$ cat src/rtl/ahb_pkg.sv
// ----------------------------------------------------------------------------
// ahb_pkg
// Shared AHB definitions for the slave multiplexer:
//   - HTRANS encodings (IDLE, BUSY, NONSEQ, SEQ)
//   - HRESP encodings (OKAY, ERROR)
//   - default-slave state enum (IDLE, ERR1, ERR2)
//   - is_active(): true for transfer types that need a response
// ----------------------------------------------------------------------------
package ahb_pkg;

    localparam logic [1:0] HTRANS_IDLE   = 2'b00;
    localparam logic [1:0] HTRANS_BUSY   = 2'b01;
    localparam logic [1:0] HTRANS_NONSEQ = 2'b10;
    localparam logic [1:0] HTRANS_SEQ    = 2'b11;

    localparam logic HRESP_OKAY  = 1'b0;
    localparam logic HRESP_ERROR = 1'b1;

    typedef enum logic [1:0] {
        DS_IDLE = 2'd0,
        DS_ERR1 = 2'd1,
        DS_ERR2 = 2'd2
    } ds_state_e;

    // NONSEQ and SEQ carry a real transfer; IDLE and BUSY get a zero-wait OKAY.
    function automatic logic is_active(input logic [1:0] htrans);
        return (htrans == HTRANS_NONSEQ) || (htrans == HTRANS_SEQ);
    endfunction

endpackage

$ cat src/rtl/ahb_default_slave.sv
// ----------------------------------------------------------------------------
// ahb_default_slave
// Responds when no real slave owns the data phase. An active transfer to an
// unmapped address gets the two-cycle AHB ERROR response; everything else gets
// a zero-wait OKAY.
//
// Ports:
//   clk_i       clock
//   rst_ni      synchronous active-low reset
//   hready_i    bus HREADY (address phase is sampled when high)
//   unmapped_i  address phase has no HSEL set and an active HTRANS
//   timeout_i   watchdog abort of a stalled slave: force an ERROR
//   hready_o    default-slave HREADY contribution
//   hresp_o     default-slave HRESP contribution
//   state_o     current FSM state (observation)
//
// Handshake: an address phase is accepted only on an edge where hready_i=1;
// ERR1 drives hready_o=0 so the following ERR2 cycle is the completing edge.
// ----------------------------------------------------------------------------
module ahb_default_slave
    import ahb_pkg::*;
(
    input  logic      clk_i,
    input  logic      rst_ni,
    input  logic      hready_i,
    input  logic      unmapped_i,
    input  logic      timeout_i,
    output logic      hready_o,
    output logic      hresp_o,
    output ds_state_e state_o
);

    ds_state_e state_q, state_d;

    always_ff @(posedge clk_i) begin
        if (!rst_ni) begin
            state_q <= DS_IDLE;
        end else begin
            state_q <= state_d;
        end
    end

    always_comb begin
        state_d  = state_q;
        hready_o = 1'b1;
        hresp_o  = HRESP_OKAY;
        case (state_q)
            DS_IDLE: begin
                if (timeout_i || (hready_i && unmapped_i)) begin
                    state_d = DS_ERR1;
                end
            end
            DS_ERR1: begin
                // Address phase inputs are not sampled here: HREADY is low.
                hready_o = 1'b0;
                hresp_o  = HRESP_ERROR;
                state_d  = DS_ERR2;
            end
            DS_ERR2: begin
                hresp_o = HRESP_ERROR;
                // ERR2 completes with HREADY=1, so a fresh unmapped transfer
                // is accepted here and starts the next error immediately.
                if (hready_i && unmapped_i) begin
                    state_d = DS_ERR1;
                end else begin
                    state_d = DS_IDLE;
                end
            end
            default: state_d = DS_IDLE;
        endcase
    end

    assign state_o = state_q;

endmodule

$ cat src/rtl/ahb_slave_mux.sv
// ----------------------------------------------------------------------------
// ahb_slave_mux
// AHB data-phase multiplexer. HSEL is captured (lowest index wins) whenever
// HREADY is high; the captured select routes the chosen slave's HRDATA,
// HREADYOUT and HRESP back to the master with no added latency. With no slave
// selected, the internal ahb_default_slave answers.
//
// Parameters: NSLAVE (1..16), DW (data width), TMO_CYCLES (watchdog limit).
//
// Ports:
//   HCLK, HRESETn   clock, synchronous active-low reset
//   HSEL[NSLAVE]    address-phase slave selects
//   HTRANS[2]       address-phase transfer type
//   HRDATA_S        slave read data, slave i at [i*DW +: DW]
//   HREADYOUT_S     per-slave ready
//   HRESP_S         per-slave response (1 = ERROR)
//   HRDATA          muxed read data
//   HREADY          bus ready (also samples the address phase here)
//   HRESP           muxed response
//
// Optional feature: define AHB_MUX_TIMEOUT_EN to add a watchdog that aborts a
// slave holding HREADYOUT low for TMO_CYCLES cycles with an ERROR response.
// ----------------------------------------------------------------------------
module ahb_slave_mux
    import ahb_pkg::*;
#(
    parameter int NSLAVE     = 4,
    parameter int DW         = 32,
    parameter int TMO_CYCLES = 256
) (
    input  logic                 HCLK,
    input  logic                 HRESETn,
    input  logic [NSLAVE-1:0]    HSEL,
    input  logic [1:0]           HTRANS,
    input  logic [NSLAVE*DW-1:0] HRDATA_S,
    input  logic [NSLAVE-1:0]    HREADYOUT_S,
    input  logic [NSLAVE-1:0]    HRESP_S,
    output logic [DW-1:0]        HRDATA,
    output logic                 HREADY,
    output logic                 HRESP
);

    if (NSLAVE < 1 || NSLAVE > 16 || TMO_CYCLES < 1) begin : g_bad_param
        $error("ahb_slave_mux: parameter out of range");
    end

    logic [NSLAVE-1:0] sel_q, sel_d;
    logic [NSLAVE-1:0] hsel_pri;
    logic              unmapped;
    logic              timeout;
    logic              ds_hready;
    logic              ds_hresp;
    ds_state_e         ds_state;

    // x & -x isolates the lowest set bit: lowest index wins.
    assign hsel_pri = HSEL & (~HSEL + NSLAVE'(1));
    assign unmapped = (HSEL == '0) && is_active(HTRANS);

`ifdef AHB_MUX_TIMEOUT_EN
    localparam int CNT_W = (TMO_CYCLES > 1) ? $clog2(TMO_CYCLES) : 1;

    logic [CNT_W-1:0] cnt_q, cnt_d;
    logic             stall;

    assign stall = (sel_q != '0) && !HREADY;

    always_comb begin
        cnt_d   = '0;
        timeout = 1'b0;
        if (stall) begin
            if (cnt_q == CNT_W'(TMO_CYCLES - 1)) begin
                timeout = 1'b1;
            end else begin
                cnt_d = cnt_q + CNT_W'(1);
            end
        end
    end

    always_ff @(posedge HCLK) begin
        if (!HRESETn) begin
            cnt_q <= '0;
        end else begin
            cnt_q <= cnt_d;
        end
    end
`else
    assign timeout = 1'b0;
`endif

    // A timeout drops the stalled slave so its late outputs are ignored.
    always_comb begin
        sel_d = sel_q;
        if (timeout) begin
            sel_d = '0;
        end else if (HREADY) begin
            sel_d = hsel_pri;
        end
    end

    always_ff @(posedge HCLK) begin
        if (!HRESETn) begin
            sel_q <= '0;
        end else begin
            sel_q <= sel_d;
        end
    end

    ahb_default_slave u_default (
        .clk_i      (HCLK),
        .rst_ni     (HRESETn),
        .hready_i   (HREADY),
        .unmapped_i (unmapped),
        .timeout_i  (timeout),
        .hready_o   (ds_hready),
        .hresp_o    (ds_hresp),
        .state_o    (ds_state)
    );

    always_comb begin
        HRDATA = '0;
        HREADY = ds_hready;
        HRESP  = ds_hresp;
        if (sel_q != '0) begin
            HREADY = 1'b0;
            HRESP  = HRESP_OKAY;
            for (int i = 0; i < NSLAVE; i++) begin
                if (sel_q[i]) begin
                    HRDATA = HRDATA_S[i*DW +: DW];
                    HREADY = HREADYOUT_S[i];
                    HRESP  = HRESP_S[i];
                end
            end
        end
    end

    // A real slave is only ever captured on an edge that leaves the default
    // slave idle, so the two sources never compete.
    a_sel_implies_idle : assert property (
        @(posedge HCLK) disable iff (!HRESETn)
        (sel_q != '0) |-> (ds_state == DS_IDLE)
    );

endmodule

$ cat config.mk
export PLATFORM = sky130hd
export DESIGN_NAME = ahb_slave_mux
export DESIGN_NICKNAME = d
export VERILOG_FILES = /design/src/rtl/ahb_pkg.sv /design/src/rtl/ahb_default_slave.sv /design/src/rtl/ahb_slave_mux.sv
export SDC_FILE = /design/constraint.sdc
export NUM_CORES = 1
export LEC_CHECK = 0
export CAP_MARGIN = 5
export CORE_MARGIN = 2
export CORE_UTILIZATION = 28
export CTS_CLUSTER_SIZE = 28
export DETAILED_ROUTE_END_ITERATION = 10
export PLACE_DENSITY_LB_ADDON = 0.1
export SLEW_MARGIN = 20
export SYNTH_ARGS = -nofsm -noshare
export SYNTH_HDL_FRONTEND = slang
export SYNTH_HIERARCHICAL = 1
export SYNTH_SLANG_ARGS = --single-unit
export TNS_END_PERCENT = 50
$ cat constraint.sdc
create_clock -name HCLK -period 4.35 [get_ports HCLK]
set_input_delay 0.87 -clock HCLK [delete_from_list [all_inputs] [get_ports HCLK]]
set_output_delay 0.87 -clock HCLK [all_outputs]
set_load 0.02 [all_outputs]
==> results of run 1 <==
==> per-layer routing <==
metal / vias to the layer above / routed length [microns] / GRT usage [%]
met4: 0 / 110 / 7.937
met3: 10 / 554 / 3.614
li1: 1099 / - / -
met1: 1000 / 2745 / 26.06
met2: 95 / 3526 / 39.57
met5: - / 0 / 0
==> worst max-delay path, cell delays in order <==
cell and delay [ps]:
sky130_fd_sc_hd__clkdlybuf4s50_1 390, sky130_fd_sc_hd__a221o_1 390, sky130_fd_sc_hd__a221oi_4 370, sky130_fd_sc_hd__inv_1 150
sky130_fd_sc_hd__clkdlybuf4s50_1 560
==> cell families after synthesis <==
family	count (synthesis)
AOI/OAI and AO/OA	73
DFF	6
buffers and inverters	28
other	1
adders and majority gates	5
and+or+nand+nor	85
muxes	6
==> where the power goes <==
group | internal, mW | switching (mW)
sequential | 0.0607 | 0.0117
clock | 0.0595 | 0.0241
combinational | 0.294 | 0.221
==> synth_stat cells <==
| library cell | count |
|---|---|
| sky130_fd_sc_hd__nand3b_1 | 2 |
| sky130_fd_sc_hd__mux2i_1 | 5 |
| sky130_fd_sc_hd__nand4_1 | 1 |
| sky130_fd_sc_hd__o31ai_1 | 32 |
| sky130_fd_sc_hd__o21ai_0 | 3 |
| sky130_fd_sc_hd__nand2_1 | 40 |
| sky130_fd_sc_hd__nor3_1 | 2 |
| sky130_fd_sc_hd__nor2_1 | 1 |
| sky130_fd_sc_hd__a221oi_1 | 32 |
| sky130_fd_sc_hd__buf_1 | 3 |
| sky130_fd_sc_hd__nand3_1 | 1 |
| sky130_fd_sc_hd__nor4bb_1 | 1 |
| sky130_fd_sc_hd__clkbuf_1 | 19 |
| sky130_fd_sc_hd__buf_2 | 1 |
| sky130_fd_sc_hd__o22ai_2 | 1 |
| sky130_fd_sc_hd__nor2b_4 | 1 |
| sky130_fd_sc_hd__a221o_1 | 1 |
| sky130_fd_sc_hd__conb_1 | 1 |
| sky130_fd_sc_hd__ha_1 | 5 |
| sky130_fd_sc_hd__inv_1 | 4 |
| sky130_fd_sc_hd__a21oi_2 | 1 |
| sky130_fd_sc_hd__nand2b_1 | 1 |
| sky130_fd_sc_hd__buf_6 | 1 |
| sky130_fd_sc_hd__a221oi_4 | 1 |
| sky130_fd_sc_hd__dfxtp_1 | 6 |
| sky130_fd_sc_hd__nand4b_1 | 1 |
| sky130_fd_sc_hd__nor2b_1 | 33 |
| sky130_fd_sc_hd__nor4_1 | 1 |
| sky130_fd_sc_hd__a21oi_1 | 1 |
| sky130_fd_sc_hd__mux2_4 | 1 |
| sky130_fd_sc_hd__a41o_1 | 1 |
==> state kept, by name, indices dropped and copies added (netlist names) <==
signal and cells:
sel_q 4, u_default/state_o 2
==> area by class of cell <==
cell class                      instances  area, sq um
Multi-Input combinational cell        170         1181
Inverter                                4        15.01
Tap cell                               67        83.83
Sequential cell                         6        122.6
Timing Repair Buffer                  180         1792
Fill cell                             422         1550
Clock buffer                            3        41.29
==> through the flow <==
| stage | setup WS [ps] | hold slack, ps | utilization [%] | power, mW |
|---|---|---|---|---|
| final | 738.4 | 541.7 | 67.61 | 0.6709 |
| after floorplan | 1684 | 489.4 | - | 0.3125 |
| after CTS | 724.5 | 547.1 | 67.61 | 0.6775 |
| after global routing | 653.0 | 562.4 | 67.61 | 0.7166 |
| after detailed placement | 731.7 | 536.2 | 66.75 | 0.5892 |
| after global placement | 731.2 | 531.1 | 66.75 | 0.5836 |
==> final timing paths <==
kind | slack [ps] | to
worst max-delay path | 740 | HREADY
worst min register to register | 540 | sel_q[0]
worst max register to register | 2070 | u_default/state_o[0]
worst min-delay path | 540 | sel_q[0]
==> metrics.log, run 1 <==
INFO  metric cts-resized-gates = 0
INFO  metric tightest_slew = 557.9 ps
INFO  metric synthMuxAreaShare = 4.598%
INFO  metric hold_class = reg2reg
INFO  metric detail-route-antenna-nets = 0
INFO  metric grt_first_pass_wirelength = 9.811 mm
INFO  metric clock_tree.root_cell = sky130_fd_sc_hd__clkbuf_8
INFO  metric worst_setup_hold_path_clk_slew = 30 ps
INFO  metric diodes = 0
INFO  metric p_leak = 1.108 nW
INFO  metric vias_per_cell = 5.126
INFO  metric place_hpwl = 5.399 mm
INFO  metric cts_tree = done
INFO  metric fin_setup_tns = 0 ps
INFO  metric synthSimpleGateAreaFrac = 31.21%
INFO  metric gr-total-overflow = 0
INFO  metric worst_hold_path.num_cells = 2
INFO  metric parity_gate_share_of_the_synthesized_area_counting_xor_and_xnor_cells = 0%
INFO  metric die_area = 0.005639 sq mm
INFO  metric grt_setup_unrepaired = false
INFO  metric yosys.area.top_type = sky130_fd_sc_hd__a221oi_1
INFO  metric setup_violations = 0
INFO  metric max_freq = 276.9 MHz
INFO  metric groute.usage.overall = 21.98%
INFO  metric ys_types = 31
INFO  metric drcViolationCount = 0
INFO  metric grt_antenna_before_repair = 0
INFO  metric clock-skew-final = 3.577 ps
INFO  metric min_period_over_period = 83.02%
INFO  metric routed_len_inst = 16.13 microns
INFO  metric grt_max_degree = 41
INFO  metric path_class = in2out
INFO  metric design.final.nets = 514
INFO  metric route.final.wire_length = 6.936 mm
INFO  metric placed_cells_incl_taps = 427
INFO  metric synth.ff_latch_count = 6
INFO  metric yosys.area.top_type_share = 19.81%
INFO  metric core = 0.004786 sq mm
INFO  metric design.portCount = 178
INFO  metric ys_seq_area_share = 8.488%
INFO  metric worstSkewPairLatency = 220 ps
INFO  metric layout_min_cycle_time = 3612 ps
INFO  metric slew_headroom = 62.81%
INFO  metric place_congestion = 0.7422
INFO  metric syn-cell-area = 0.001415 sq mm
INFO  metric timing.rr.start = sel_q[1]
INFO  metric post_syn_instances = 204
INFO  metric detailed_place.area = 0.003194 sq mm
INFO  metric vdd.ir_drop.worst = 0.1992 mV
INFO  metric cts_hold_repair.buffers = 0
INFO  metric cts_num_sinks = 6
INFO  metric worst_setup_path_start_kind = input port
INFO  metric cts_buffer_depth = 2
INFO  metric slew_violations = 0
INFO  metric floorplan.die.width = 75.09 microns
INFO  metric stdcell_count = 430
INFO  metric final_hold_viol_count = 0
INFO  metric fp-row-count = 25
INFO  metric length_of_the_first_detailed_routing_pass_in_iterations = 4
INFO  metric worstRegToRegCells = 7
INFO  metric drt-initial-drc-count = 134
INFO  metric cts_made_buffers = 3
INFO  metric routed-via-count = 2,204
INFO  metric syn_area_per_cell = 6.937 sq um
INFO  metric io_buffer_count = 176
INFO  metric yosys-top-cells-area = sky130_fd_sc_hd__a221oi_1, sky130_fd_sc_hd__o31ai_1, sky130_fd_sc_hd__nor2b_1
INFO  metric htree_levels = 1
INFO  metric synth-adder-area-share = 4.421%
INFO  metric mostFrequentLayoutCells = sky130_fd_sc_hd__clkdlybuf4s50_1, sky130_fd_sc_hd__nand2_1, sky130_fd_sc_hd__nor2b_1
INFO  metric synth_compound_area_share = 42.97%
INFO  metric post_route_cell_area = 0.003236 sq mm
INFO  metric yosys_warnings = 6
INFO  metric cp-end-kind = output port
INFO  metric max_cap_viol_count = 0
INFO  metric hold_wc_startpoint = sel_q[0]
INFO  metric number_of_global_route_vias_before_repair = 2,025
INFO  metric most_frequent_standard_cell_in_the_layout_excluding_fill_and_tap_cells = sky130_fd_sc_hd__clkdlybuf4s50_1
INFO  metric drive_gt1_share = 3.857%
INFO  metric synth_top_family_by_area = compound AO/OA/AOI/OAI gates
INFO  metric initial_standard_cell_utilization_of_the_core = 29.57%
INFO  metric die_h = 75.09 microns
INFO  metric worstPathMaxFanout = 5
INFO  metric mappedNetlistNets = 353
INFO  metric startpoint = HREADYOUT_S[1]
INFO  metric required_time_of_the_critical_path = 3480 ps
INFO  metric cts_setup_buffers = 0
INFO  metric powerDensity = 207.3 mW/mm^2
INFO  metric status = completed
INFO  metric area_delta_synth_final = 128.6%
INFO  metric worstPathArrival = 2740 ps
No activity file was read; power rests on OpenSTA's default activity.
==> inputs of run 2 (changes only) <==
- CORE_UTILIZATION: 28 -> 26
- clock period: 4.35 -> 3.75 ns (I/O delays scaled with it)
==> metrics.log, run 2 (synthesis results as in run 1) <==
INFO  metric p_leak = 1.119 nW (was 1.108 nW)
INFO  metric routed_len_inst = 15.97 microns (was 16.13 microns)
INFO  metric mostFrequentLayoutCells = sky130_fd_sc_hd__clkdlybuf4s50_1, sky130_fd_sc_hd__nand2_1, sky130_fd_sc_hd__nor2b_1 (unchanged)
INFO  metric timing.rr.end = u_default/state_o[0] (unchanged)
INFO  metric floorplan.die.width = 77.78 microns (was 75.09 microns)
INFO  metric slew_headroom = 55.50% (was 62.81%)
INFO  metric initial_standard_cell_utilization_of_the_core = 27.36% (was 29.57%)
INFO  metric regToRegSetupSlack = 1440 ps (was 2070 ps)
INFO  metric final_hold_viol_count = 0 (unchanged)
INFO  metric place_congestion = 0.7986 (was 0.7422)
INFO  metric grt_max_degree = 53 (was 41)
INFO  metric largest_register_ffs = 4 (unchanged)
INFO  metric grt_first_pass_wirelength = 10.53 mm (was 9.811 mm)
INFO  metric drt-initial-drc-count = 108 (was 134)
INFO  metric clock_tree.root_cell = sky130_fd_sc_hd__clkbuf_8 (unchanged)
INFO  metric largest_register = sel_q (unchanged)
INFO  metric worstPathArrival = 2620 ps (was 2740 ps)
INFO  metric worst_setup_path_start_kind = input port (unchanged)
INFO  metric gr-total-overflow = 0 (unchanged)
INFO  metric cp-end-kind = output port (unchanged)
INFO  metric worstRegToRegCells = 7 (unchanged)
INFO  metric core = 0.005172 sq mm (was 0.004786 sq mm)
INFO  metric die_area = 0.006049 sq mm (was 0.005639 sq mm)
INFO  metric most_frequent_standard_cell_in_the_layout_excluding_fill_and_tap_cells = sky130_fd_sc_hd__clkdlybuf4s50_1 (unchanged)
INFO  metric holdPathEnd = u_default/state_o[1] (was sel_q[0])
INFO  metric routed-via-count = 2,171 (was 2,204)
INFO  metric max_cap_viol_count = 0 (unchanged)
INFO  metric cts_buffer_depth = 2 (unchanged)
INFO  metric io_buffer_count = 176 (unchanged)
INFO  metric slew_violations = 0 (unchanged)
INFO  metric worst_hold_path.num_cells = 1 (was 2)
INFO  metric layout_min_cycle_time = 3374 ps
INFO  metric cts_hold_repair.buffers = 0 (unchanged)
INFO  metric timing.rr.start = sel_q[2] (was sel_q[1])
INFO  metric diodes = 0 (unchanged)
INFO  metric hold_wc_startpoint = u_default/state_o[1] (was sel_q[0])
INFO  metric cts_tree = done (unchanged)
INFO  metric area_delta_synth_final = 130.0% (was 128.6%)
INFO  metric length_of_the_first_detailed_routing_pass_in_iterations = 4 (unchanged)
INFO  metric final_core_util = 62.92% (was 67.61%)
INFO  metric grt_setup_unrepaired = false (unchanged)
INFO  metric groute.usage.overall = 21.17% (was 21.98%)
INFO  metric cts-resized-gates = 0 (unchanged)
INFO  metric worstPathMaxFanout = 5 (unchanged)
INFO  metric die_h = 77.78 microns (was 75.09 microns)
INFO  metric tightest_slew = 667.6 ps (was 557.9 ps)
INFO  metric detail-route-antenna-nets = 0 (unchanged)
INFO  metric worst_setup_hold_path_clk_slew = 40 ps (was 30 ps)
INFO  metric path_class = in2out (unchanged)
INFO  metric number_of_global_route_vias_before_repair = 1,940 (was 2,025)
INFO  metric worstSkewPairLatency = 230 ps (was 220 ps)
INFO  metric setup_violations = 0 (unchanged)
INFO  metric clock-skew-final = 7.195 ps (was 3.577 ps)
INFO  metric hold_class = reg2reg (unchanged)
INFO  metric route.final.wire_length = 6.948 mm (was 6.936 mm)
INFO  metric cts_made_buffers = 3 (unchanged)
INFO  metric fp-row-count = 26 (was 25)
INFO  metric vias_per_cell = 4.991 (was 5.126)
INFO  metric cts_setup_buffers = 0 (unchanged)
INFO  metric design.final.nets = 516 (was 514)
INFO  metric status = completed (unchanged)
INFO  metric drive_gt1_share = 4.384% (was 3.857%)
INFO  metric min_period_over_period = 89.98%
INFO  metric fin_setup_tns = 0 ps (unchanged)
INFO  metric grt_antenna_before_repair = 0 (unchanged)
INFO  metric htree_levels = 1 (unchanged)
INFO  metric fin_hold_ws = 550.7 ps (was 541.7 ps)
INFO  metric nFillCells = 445 (was 422)
INFO  metric drcViolationCount = 0 (unchanged)
INFO  metric required_time_of_the_critical_path = 3000 ps (was 3480 ps)
INFO  metric vdd.ir_drop.worst = 0.1904 mV (was 0.1992 mV)
INFO  metric cts_num_sinks = 6 (unchanged)
INFO  metric powerDensity = 240.0 mW/mm^2 (was 207.3 mW/mm^2)
INFO  metric design.portCount = 178 (unchanged)
INFO  metric max_freq = 296.4 MHz
INFO  metric place_hpwl = 5.340 mm (was 5.399 mm)
==> run 2: cell types whose count changed in the layout (fill, tap and decap cells not counted) <==
cell,before,now
sky130_fd_sc_hd__buf_4,4,6
==> run 2: worst max-delay path: stages <==
cell and delay [ps]:
sky130_fd_sc_hd__clkdlybuf4s50_1 400, sky130_fd_sc_hd__a221o_1 390, sky130_fd_sc_hd__a221oi_4 370, sky130_fd_sc_hd__inv_1 140, sky130_fd_sc_hd__clkdlybuf4s50_1 570
==> run 2: how the worst max path moves through the flow <==
stage                         to      startpoint  slack [ps]
after floorplan           HREADY  HREADYOUT_S[1]        1320
after global placement    HREADY  HREADYOUT_S[1]         380
after detailed placement  HREADY  HREADYOUT_S[1]         370
after CTS                 HREADY  HREADYOUT_S[1]         370
after global routing      HREADY  HREADYOUT_S[1]         290
final                     HREADY  HREADYOUT_S[1]         380
==> run 2: layout make-up <==
| type | count | area, sq um | share of cell area [%] |
|---|---|---|---|
| timing repair buffer | 182 | 1807 | 55.52 |
| multi-input combinational | 170 | 1181 | 36.29 |
| sequential | 6 | 122.6 | 3.768 |
| tap | 70 | 87.58 | 2.691 |
| clock buffer | 3 | 41.29 | 1.269 |
| inverter | 4 | 15.01 | 0.4614 |
==> run 2: metrics by stage <==
step           area, sq um  power [mW]  cells  setup WS (ps)
2_1_floorplan         1415      0.3626    204           1324
3_3_place_gp          3213      0.6819    432          384.2
3_5_place_dp          3213      0.6856    432          367.0
4_1_cts               3254      0.7867    435          367.6
5_1_grt               3254      0.8305    435          286.3
6_report              3254      0.7810    435          375.9
==> run 2: metal layers <==
layer	track usage [%]	wire, microns	up-vias
li1	-	-	1101
met5	0	0	-
met4	4.464	80	0
met2	35.78	3367	94
met1	27.91	2930	968
met3	3.837	569	8
==> run 2: where the power goes <==
part	leakage, nW	total [mW]	switching [mW]	internal (mW)
combinational	1.05	0.595	0.252	0.343
sequential	0.0501	0.0872	0.0168	0.0704
clock	0.0216	0.0984	0.0293	0.0691
total	1.12	0.781	0.299	0.483
